<file path="config.mk">
export PLATFORM = sky130hd
export DESIGN_NAME = bf16_to_fp8_encoder_flat
export DESIGN_NICKNAME = d
export VERILOG_FILES = /design/src/rtl/bf16_to_fp8_encoder_if.sv /design/src/rtl/bf16_to_fp8_encoder.sv /design/src/flat_wrapper.sv
export SDC_FILE = /design/constraint.sdc
export NUM_CORES = 1
export LEC_CHECK = 0
export BUFFER_PORTS_ARGS = -buffer_cell sky130_fd_sc_hd__buf_2
export CAP_MARGIN = 20
export CORE_MARGIN = 5
export CORE_UTILIZATION = 58
export CTS_BUF_LIST = sky130_fd_sc_hd__clkbuf_4
export DETAILED_ROUTE_END_ITERATION = 6
export GPL_TIMING_DRIVEN = 0
export PLACE_DENSITY = 0.83
export RECOVER_POWER = 25
export SYNTH_ARGS = -nofsm -noshare
export SYNTH_HDL_FRONTEND = slang
export SYNTH_SLANG_ARGS = --single-unit
</file>
<file path="constraint.sdc">
create_clock -name clk -period 2.1 [get_ports clk]
set_input_delay 0.21 -clock clk [delete_from_list [all_inputs] [get_ports clk]]
set_output_delay 0.21 -clock clk [all_outputs]
set_load 0.01 [all_outputs]
</file>
<file path="src/rtl/bf16_to_fp8_encoder_if.sv">
// Stream interface for the BF16 -> FP8 encoder: one input lane, one output lane.
// master = producer/consumer side, slave = encoder side.
interface bf16_to_fp8_encoder_if;
   logic        in_valid;
   logic        in_ready;
   logic [15:0] in_bf16;
   logic        out_valid;
   logic        out_ready;
   logic [7:0]  out_fp8;

   modport master (output in_valid, in_bf16, out_ready,
                   input  in_ready, out_valid, out_fp8);
   modport slave  (input  in_valid, in_bf16, out_ready,
                   output in_ready, out_valid, out_fp8);
endinterface

</file>
<file path="src/rtl/bf16_to_fp8_encoder.sv">
// BF16 -> FP8 E4M3 (bias 7) encoder for activation/weight write-back.
// S1 classifies, aligns and decides the round increment (and the event flags
// that depend on it); S2 applies the increment and packs the final byte.
// Exp field 4'hF is used as inf; NaN inputs also encode as inf.
module bf16_to_fp8_encoder #(
   parameter bit FTZ_FP8  = 1'b1,
   parameter bit SATURATE = 1'b0,
   parameter int CNT_W    = 16
) (
   input  logic                 clk,
   input  logic                 rst,
   bf16_to_fp8_encoder_if.slave bus,
   input  logic                 clear_cnt,
   output logic [CNT_W-1:0]     overflow_cnt,
   output logic [CNT_W-1:0]     underflow_cnt
);
   // Operand classes carried from S1 to S2
   localparam logic [1:0] K_FIN  = 2'd0;  // finite, normal or subnormal result
   localparam logic [1:0] K_ZERO = 2'd1;  // BF16 zero / subnormal input
   localparam logic [1:0] K_INF  = 2'd2;  // BF16 inf / NaN input
   localparam logic [1:0] K_OVF  = 2'd3;  // finite, exponent already out of range

   logic              w_fire, w_s2_adv;
   logic              r_s1_valid, r_s2_valid;

   // S1 combinational
   logic              w_sign;
   logic [7:0]        w_e;
   logic [6:0]        w_m;
   logic signed [9:0] w_e8;
   logic [3:0]        w_sh;
   logic [16:0]       w_shf;
   logic [1:0]        w_kind;
   logic [3:0]        w_exp;
   logic [2:0]        w_man;
   logic              w_g, w_st, w_up;
   logic [6:0]        w_sum;
   logic              w_ovf, w_unf;

   // S1 registers
   logic              r_s1_sign, r_s1_up, r_s1_ovf, r_s1_unf;
   logic [1:0]        r_s1_kind;
   logic [3:0]        r_s1_exp;
   logic [2:0]        r_s1_man;

   // S2
   logic [6:0]        w_rsum;
   logic [7:0]        w_pack, w_ovf_pat;
   logic [7:0]        r_out;

   assign w_s2_adv     = r_s1_valid & (~r_s2_valid | bus.out_ready);
   assign bus.in_ready = ~r_s1_valid | w_s2_adv;
   assign w_fire       = bus.in_valid & bus.in_ready;
   assign bus.out_valid = r_s2_valid;
   assign bus.out_fp8   = r_out;

   assign w_sign = bus.in_bf16[15];
   assign w_e    = bus.in_bf16[14:7];
   assign w_m    = bus.in_bf16[6:0];
   // FP8 exponent before rounding: rebias 127 -> 7
   assign w_e8   = $signed({2'b00, w_e}) - 10'sd120;
   // Subnormal alignment; beyond 10 every significand bit lands in sticky anyway
   assign w_sh   = (w_e8 < -10'sd8) ? 4'd10 : 4'(10'sd1 - w_e8);
   // Bits [16:14] = kept fraction, [13] = guard, [12:0] = sticky
   assign w_shf  = 17'({1'b1, w_m, 10'b0} >> w_sh);

   // S1: classify, align, round-nearest-even decision and event flags
   always_comb begin
      w_kind = K_FIN;
      w_exp  = 4'h0;
      w_man  = 3'h0;
      w_g    = 1'b0;
      w_st   = 1'b0;
      if (w_e == 8'h00)
         w_kind = K_ZERO;
      else if (w_e == 8'hFF)
         w_kind = K_INF;
      else if (w_e8 >= 10'sd15)
         w_kind = K_OVF;
      else if (w_e8 >= 10'sd1) begin
         w_exp = w_e8[3:0];
         w_man = w_m[6:4];
         w_g   = w_m[3];
         w_st  = |w_m[2:0];
      end else begin
         w_man = w_shf[16:14];
         w_g   = w_shf[13];
         w_st  = |w_shf[12:0];
      end
      w_up  = w_g & (w_st | w_man[0]);
      // Mantissa carry ripples into the exponent field for free
      w_sum = {w_exp, w_man} + {6'd0, w_up};
      w_ovf = (w_kind == K_OVF) | ((w_kind == K_FIN) && (w_sum[6:3] == 4'hF));
      w_unf = ((w_kind == K_ZERO) && (w_m != 7'h0)) |
              ((w_kind == K_FIN) && ((w_sum == 7'h0) || (FTZ_FP8 && (w_sum[6:3] == 4'h0))));
   end

   // S1 register: load on accept, valid drops when the item moves to S2
   always_ff @(posedge clk or posedge rst) begin
      if (rst) begin
         r_s1_valid <= 1'b0;
         r_s1_sign  <= 1'b0;
         r_s1_kind  <= K_ZERO;
         r_s1_exp   <= 4'h0;
         r_s1_man   <= 3'h0;
         r_s1_up    <= 1'b0;
         r_s1_ovf   <= 1'b0;
         r_s1_unf   <= 1'b0;
      end else begin
         if (w_fire)
            r_s1_valid <= 1'b1;
         else if (w_s2_adv)
            r_s1_valid <= 1'b0;
         if (w_fire) begin
            r_s1_sign <= w_sign;
            r_s1_kind <= w_kind;
            r_s1_exp  <= w_exp;
            r_s1_man  <= w_man;
            r_s1_up   <= w_up;
            r_s1_ovf  <= w_ovf;
            r_s1_unf  <= w_unf;
         end
      end
   end

   assign w_rsum    = {r_s1_exp, r_s1_man} + {6'd0, r_s1_up};
   assign w_ovf_pat = SATURATE ? {r_s1_sign, 7'h77} : {r_s1_sign, 7'h78};

   // S2: apply rounding, overflow/flush handling, pack
   always_comb begin
      w_pack = {r_s1_sign, w_rsum};
      case (r_s1_kind)
         K_ZERO:  w_pack = {r_s1_sign, 7'h00};
         K_INF:   w_pack = {r_s1_sign, 7'h78};
         K_OVF:   w_pack = w_ovf_pat;
         default: begin
            if (w_rsum[6:3] == 4'hF)
               w_pack = w_ovf_pat;
            else if (FTZ_FP8 && (w_rsum[6:3] == 4'h0))
               w_pack = {r_s1_sign, 7'h00};
         end
      endcase
   end

   // S2 / output register: held while the consumer stalls
   always_ff @(posedge clk or posedge rst) begin
      if (rst) begin
         r_s2_valid <= 1'b0;
         r_out      <= 8'h00;
      end else begin
         if (w_s2_adv) begin
            r_s2_valid <= 1'b1;
            r_out      <= w_pack;
         end else if (bus.out_ready)
            r_s2_valid <= 1'b0;
      end
   end

   // Event counters: one count per item as it enters S2, saturating, clear wins
   always_ff @(posedge clk or posedge rst) begin
      if (rst) begin
         overflow_cnt  <= '0;
         underflow_cnt <= '0;
      end else if (clear_cnt) begin
         overflow_cnt  <= '0;
         underflow_cnt <= '0;
      end else if (w_s2_adv) begin
         if (r_s1_ovf && !(&overflow_cnt))
            overflow_cnt <= overflow_cnt + CNT_W'(1);
         if (r_s1_unf && !(&underflow_cnt))
            underflow_cnt <= underflow_cnt + CNT_W'(1);
      end
   end
endmodule

</file>
<file path="src/flat_wrapper.sv">
// flat-port wrapper written by rule: the top's interface ports become plain ports
module bf16_to_fp8_encoder_flat 
#(
   parameter bit FTZ_FP8  = 1'b1,
   parameter bit SATURATE = 1'b0,
   parameter int CNT_W    = 16
)
  (clk, rst, clear_cnt, overflow_cnt, underflow_cnt, bus_in_valid, bus_in_bf16, bus_out_ready, bus_in_ready, bus_out_valid, bus_out_fp8);
  bf16_to_fp8_encoder_if bus_i ();
  input  logic clk;
  input  logic rst;
  input  logic clear_cnt;
  output logic [CNT_W-1:0] overflow_cnt;
  output logic [CNT_W-1:0] underflow_cnt;
  input wire logic [$bits(bus_i.in_valid)-1:0] bus_in_valid;
  input wire logic [$bits(bus_i.in_bf16)-1:0] bus_in_bf16;
  input wire logic [$bits(bus_i.out_ready)-1:0] bus_out_ready;
  output wire logic [$bits(bus_i.in_ready)-1:0] bus_in_ready;
  output wire logic [$bits(bus_i.out_valid)-1:0] bus_out_valid;
  output wire logic [$bits(bus_i.out_fp8)-1:0] bus_out_fp8;
  assign bus_i.in_valid = bus_in_valid;
  assign bus_i.in_bf16 = bus_in_bf16;
  assign bus_i.out_ready = bus_out_ready;
  assign bus_in_ready = bus_i.in_ready;
  assign bus_out_valid = bus_i.out_valid;
  assign bus_out_fp8 = bus_i.out_fp8;
  bf16_to_fp8_encoder #(.FTZ_FP8(FTZ_FP8), .SATURATE(SATURATE), .CNT_W(CNT_W)) u_core (.clk(clk), .rst(rst), .bus(bus_i), .clear_cnt(clear_cnt), .overflow_cnt(overflow_cnt), .underflow_cnt(underflow_cnt));
endmodule
</file>
==> flow_summary_export.csv, run 1 <==
group,metric,value,unit
status,status,"finished, violations left",
status,violations,"setup timing",
yosys,ys_types,52,
floorplanning,die_y,85.3,um
worst_setup_path,critical_path.startpoint,"bus_in_bf16[8]",
placement,place_ws,-0.965,ns
routing,wl,8110,um
worst_setup_path,crit_end,"u_core.r_s1_ovf",
grt,grt_max_degree,43,
grt,antenna_found_initial,0,
placement,gp_congestion,0.844,
power_and_ir_drop,ir_drop,0.000270,V
routing,dr_total_vias,3044,
placement,port_buffers,60,
clocking,clock_path_buffers,2,
routing,via_per_inst,5.87,
placement,place_hpwl,5750,um
clocking,cts_tree,"done",
grt,grt_pass1_vias,2937,
timing,hold_viol,0,
routing,ant_nets,0,
worst_setup_path,r2r_start,"u_core.overflow_cnt[5]",
yosys,synth_cells,365,
final_layout,stdcell_count,519,
placement,dp.cells,498,
clocking,cts.sinks,55,
floorplanning,core_area,0.00551,mm2
routing,drc,0,
timing,drv_slew,0,
clocking,clk_transition_reported_paths,0.15,ns
worst_setup_path,cp-end-kind,"flip-flop",
yosys,synth_compound_area_share,14.7,%
grt,grt_pass1_wl,13200,um
hold_path,hp-class,"input port to flip-flop",
timing,rsz0062_at_grt,"true",
timing,clock_skew,0.00973,ns
timing,fmax,0.418,GHz
timing,fin_crit_sh,114,%
yosys,ys.flop_type,"dfrtp_1",
yosys,ys_warn_count,0,
timing,fin_crit,2.39,ns
worst_setup_path,r2r_end,"u_core.overflow_cnt[5]",
clocking,htree_levels,2,
run,max-cap-violations,0,
timing,setup_violations,2,
yosys,avgSynthCellArea,9.02,um2
yosys,synthSimpleGateAreaFrac,24.7,%
floorplanning,die-area,0.00728,mm2
worst_setup_path,cp.arrival,2.71,ns
worst_setup_path,path_cells,"buf_2, clkbuf_4, inv_1, ha_4, xor2_2, nor2_2, o311a_1, nor3_1, o21ai_1, a31oi_2, nor2_1, ha_2, ha_4, nand2_4, xnor2_1, a2111o_1, o21ai_2",
yosys,synth-xor-area-share,8.51,%
timing,setup_ws,-0.294,ns
timing,maxSlewHeadroom,33.9,%
worst_setup_path,start_kind,"input port",
yosys,synth_edf_count,0,
worst_setup_path,cp_max_fo,10,
power_and_ir_drop,cellPowerDensity,505,mW/mm2
clocking,root_buffer,"clkbuf_4",
yosys,yosys_register_bits,55,
yosys,synth_top_family_by_area,"simple AND/OR/NAND/NOR gates",
worst_setup_path,crit_cells,17,
grt,overflow,0,
power_and_ir_drop,total_power,2.07,mW
timing,tightestPinTransition,0.991,ns
power_and_ir_drop,leakagePower,1.94,nW
yosys,post_synth_fa_ha_maj_area_fraction,4.18,%
floorplanning,start_util,59.8,%
floorplanning,pin_count,63,
worst_setup_path,crit_required,2.41,ns
final_layout,n_antenna_cell,0,
yosys,async_flop_share,100,%
grt,grt_usage,22.0,%
floorplanning,rows,27,
routing,wl_per_cell,15.6,um
final_layout,final_core_util,74.4,%
yosys,synth.mux.area_fraction,2.96,%
worst_setup_path,critPathTopFamily,"compound AO/OA/AOI/OAI gates",
worst_setup_path,slowest_stage,"a2111o_1",
worst_setup_path,slowest_delay,0.31,ns
worst_setup_path,timing.reg2reg.setup_slack,0,ns
routing,drtPass1Iterations,4,
worst_setup_path,ff2ff_path_depth,6,
final_layout,drive_above_1_share,27.7,%
clocking,clk_latency,0.37,ns
yosys,syn_area,0.00329,mm2
final_layout,nets,480,
yosys,synth_nets,397,
final_layout,syn_to_final_growth,24.5,%
routing,drt-initial-drc-count,159,
floorplanning,die_w,85.3,um
worst_setup_path,crit_top_cell,"ha_4",
timing,whs,0.0450,ns
worst_setup_path,critPathKind,"input port to flip-flop",
worst_setup_path,critPathBufInv,3,
clocking,cts_made_buffers,5,
yosys,ys_seq_area_share,41.8,%
## flip-flops by register name, indices dropped and copies added, names as in the netlist, 2 cells and up
register / flops
u_core.underflow_cnt: 16
u_core.r_s1_exp: 4
u_core.bus.out_fp8: 8
u_core.r_s1_man: 3
u_core.overflow_cnt: 16
u_core.r_s1_kind: 2
## cell usage in the layout, fill, tap and decap left out, types with 13 or more instances in the layout
| cell | synthesis | layout |
|---|---|---|
| buf_2 | 3 | 59 |
| dfrtp_1 | 54 | 54 |
| nor2_1 | 45 | 43 |
| nand2_1 | 34 | 33 |
| xor2_1 | 22 | 21 |
| nand3_1 | 19 | 18 |
| o21ai_0 | 18 | 16 |
| buf_4 | 0 | 16 |
| a21oi_1 | 14 | 13 |
## metal layers
metal	vias up	global-route usage (%)	part of all wire, %
met5	-	0	0
met4	0	8.49	1.6
met3	13	3.79	6.2
met2	108	37.6	50
met1	1448	27.6	42
li1	1475	-	-
## synthesized netlist by cell type, drive strengths merged (9+ instances only)
cell type	number	area share [%]
nor2	45	5.1
o21ai	19	3.0
nand2	34	3.9
and3	11	2.2
clkbuf	9	1.0
a21oi	14	2.1
nand3	19	2.9
inv	11	1.3
ha	11	4.2
a31oi	11	2.3
xor2	22	5.9
xnor2	10	2.7
dfrtp	54	41
## per-stage QoR
stage | instance area, um2 | setup TNS (ns)
finish | 4100 | -0.526
global placement | 3750 | -4.52
CTS | 3980 | -0.632
global route | 4100 | -1.28
detailed placement | 3770 | -2.79
floorplan | 3360 | -0.987
## cells by family (layout without fill, tap and decap cells)
| family | count (synthesis) | count (layout) |
|---|---|---|
| flops | 55 | 55 |
| buf+inv | 24 | 106 |
| compound gates | 71 | 71 |
| mux | 9 | 9 |
| simple gates | 163 | 163 |
| fa+ha+maj | 11 | 11 |
| xor+xnor | 32 | 32 |
## layout make-up
cell class / instances / area [um2]
multi-input cells: 286 / 2010
fillers: 416 / 1410
flip-flops and latches: 55 / 1380
repair buffers: 78 / 460
well taps: 72 / 90.1
plain buffers: 11 / 70.1
inverters: 11 / 48.8
clock buffers: 5 / 37.5
clock inverters: 1 / 7.51
## how the worst min path moves through the flow
stage | startpoint | to | slack (ns) | cells past startpoint
after global routing | bus_in_valid | u_core.r_s1_valid | 0.03 | 2
after floorplan | bus_in_valid | u_core.r_s1_valid | 0.32 | 1
after CTS | bus_in_valid | u_core.r_s1_valid | 0.03 | 2
final | bus_in_valid | u_core.r_s1_valid | 0.05 | 2
after global placement | bus_in_valid | u_core.r_s1_valid | 0.42 | 2
after detailed placement | rst | u_core.bus.out_valid | 0.18 | 2
## what timing repair did
item                                    CTS  global route
hold buffers                              1             0
resized for setup                        18            14
endpoints found under the setup margin   13            16
setup buffers                             9             7
gates cloned                              0             0
pin swaps                                11             7
endpoints found under the hold margin    13             0
## report_power, final
group	internal, mW	switching [mW]	leakage, nW	total, mW
logic	0.203	0.264	1.18	0.466
registers	1.13	0.0513	0.735	1.18
clock network	0.119	0.310	0.0232	0.429
No activity file was read; power rests on OpenSTA's default activity.
==> run 2, diff against run 1 <==
--- a/config.mk
+++ b/config.mk
@@ -7,9 +7,9 @@
 export LEC_CHECK = 0
 export BUFFER_PORTS_ARGS = -buffer_cell sky130_fd_sc_hd__buf_2
 export CAP_MARGIN = 20
-export CORE_MARGIN = 5
 export CORE_UTILIZATION = 58
 export CTS_BUF_LIST = sky130_fd_sc_hd__clkbuf_4
+export CTS_CLUSTER_DIAMETER = 200
 export DETAILED_ROUTE_END_ITERATION = 6
 export GPL_TIMING_DRIVEN = 0
 export PLACE_DENSITY = 0.83
==> run 2 against run 1 <==
Against the previous run:
- the flow still finishes with violations (setup timing)
- clock skew rose by 0.0047 ns
- cell area fell by 0.85%
- global-route usage rose by 4.1 points
- via count rose by 0.23%
- combinational power fell by 2%
- maximum frequency barely moved
- critical path depth fell by 1
- worst setup slack improved by 0.0011 ns
- worst hold slack improved by 0.027 ns
- non-clock buffer count fell by 3
- total power rose by 0.89%
- largest cell class unchanged
- highest routed layer unchanged
==> flow_summary_export.csv, run 2 (synthesis results as in run 1) <==
group,metric,value,unit
status,status,"finished, violations left",
status,violations,"setup timing",
grt,grt_pass1_vias,2834,
floorplanning,die_y,77.3,um
timing,drv_slew,0,
timing,setup_ws,-0.293,ns
timing,fmax,0.418,GHz
hold_path,hp-class,"input port to flip-flop",
timing,hold_viol,0,
floorplanning,die-area,0.00598,mm2
final_layout,syn_to_final_growth,23.5,%
placement,place_hpwl,5480,um
timing,setup_violations,2,
worst_setup_path,cp.arrival,2.70,ns
floorplanning,die_w,77.3,um
clocking,htree_levels,2,
final_layout,nets,477,
power_and_ir_drop,leakagePower,1.91,nW
grt,grt_pass1_wl,12800,um
timing,fin_setup_tns,-0.523,ns
routing,drc,0,
floorplanning,rows,27,
placement,gp_congestion,0.897,
routing,dr_total_vias,3051,
worst_setup_path,critPathKind,"input port to flip-flop",
final_layout,n_antenna_cell,0,
timing,fin_crit_sh,114,%
worst_setup_path,start_kind,"input port",
grt,grt_max_degree,45,
power_and_ir_drop,cellPowerDensity,514,mW/mm2
routing,wl,7760,um
clocking,clk_latency,0.36,ns
timing,clock_skew,0.0145,ns
grt,grt_usage,26.1,%
clocking,clock_path_buffers,2,
timing,tightestPinTransition,1.04,ns
timing,rsz0062_at_grt,"true",
final_layout,design_area,0.00406,mm2
timing,maxSlewHeadroom,30.5,%
routing,drt-initial-drc-count,196,
placement,place_ws,-0.986,ns
floorplanning,core_area,0.00547,mm2
run,max-cap-violations,0,
final_layout,final_common_cell,"buf_2",
clocking,cts.sinks,55,
final_layout,final_cell_mix,"buf_2, dfrtp_1, nor2_1",
routing,drtPass1Iterations,7,
placement,placed_cell_area,0.00377,mm2
final_layout,filler_cell_count,418,
timing,fin_crit,2.39,ns
routing,ant_nets,0,
worst_setup_path,crit_required,2.40,ns
clocking,cts_made_buffers,5,
routing,via_per_inst,5.89,
worst_setup_path,cp-end-kind,"flip-flop",
clocking,cts_tree,"done",
routing,wl_per_cell,15.0,um
final_layout,final_core_util,74.3,%
power_and_ir_drop,ir_drop,0.000258,V
clocking,root_buffer,"clkbuf_4",
grt,antenna_found_initial,0,
floorplanning,pin_count,63,
clocking,clk_transition_reported_paths,0.15,ns
grt,overflow,0,
placement,port_buffers,60,
final_layout,drive_above_1_share,27.4,%
floorplanning,start_util,60.2,%
worst_setup_path,cp_max_fo,5,
timing,whs,0.0720,ns
## run 2: cell count changes in the layout (fill, tap and decap cells not counted), moves of 2 or more
cell and change:
buf_4 -3, buf_6 +2, ha_2 +2, nand2_2 +2
## run 2: area by class of cell
cell class / count / area [um2] / share of cell area (%)
Multi-Input combinational cell: 286 / 1980 / 48.8
Sequential cell: 55 / 1380 / 33.9
Timing Repair Buffer: 75 / 434 / 10.7
Tap cell: 72 / 90.1 / 2.22
Buffer: 11 / 73.8 / 1.82
Inverter: 11 / 48.8 / 1.20
Clock buffer: 6 / 45.0 / 1.11
Clock inverter: 2 / 12.5 / 0.308
## run 2: metal layers
layer | up-vias | routed length (um) | track usage, %
met2 | 106 | 3870 | 45.3
met3 | 15 | 441 | 3.29
met1 | 1465 | 3320 | 33.8
met4 | 0 | 121 | 8.11
li1 | 1465 | - | -
met5 | - | 0 | 0
## run 2: worst max-delay path, cell delays in order
cell and delay [ns]:
buf_12 0.11, ha_4 0.15, xor2_1 0.13, and3_4 0.15, or3_4 0.40, buf_4 0.17, nand2_1 0.07, nor4_2 0.04
a31oi_2 0.23, nor2_1 0.07, ha_2 0.20, ha_2 0.18, nand2_2 0.09, xnor2_1 0.08, a2111o_1 0.30, o21ai_2 0.11
## run 2: power by group
part / internal, mW / leakage (nW) / switching (mW) / total [mW]
logic: 0.195 / 1.14 / 0.262 / 0.456
registers: 1.13 / 0.735 / 0.0514 / 1.18
clock network: 0.144 / 0.0333 / 0.313 / 0.457
## run 2: what timing repair did
item,in CTS,in global routing
buffers inserted,7,6
gates resized for setup,22,9
hold endpoints to repair,11,0
setup endpoints to repair,16,16
hold buffers,1,0
pin swaps,12,6
## run 2: per-stage QoR
step                cells  power, mW
finish                518       2.09
global route          518       2.20
CTS                   512       2.09
detailed placement    498       1.60
global placement      497       1.58
floorplan             365       1.46
## run 2: worst paths after layout
path | from | endpoint | slack (ns) | depth (start not counted)
worst max-delay path | bus_in_bf16[11] | u_core.r_s1_ovf | -0.29 | 16
worst min-delay path | bus_in_valid | u_core.r_s1_valid | 0.07 | 2
worst max register to register | u_core.underflow_cnt[0] | u_core.underflow_cnt[13] | 0.08 | 8
worst min register to register | u_core.bus.out_fp8[5] | u_core.bus.out_fp8[5] | 0.49 | 2
max in group asynchronous | rst | u_core.r_s1_exp[0] | 0.36 | 4
min in group asynchronous | rst | u_core.underflow_cnt[3] | 0.36 | 3
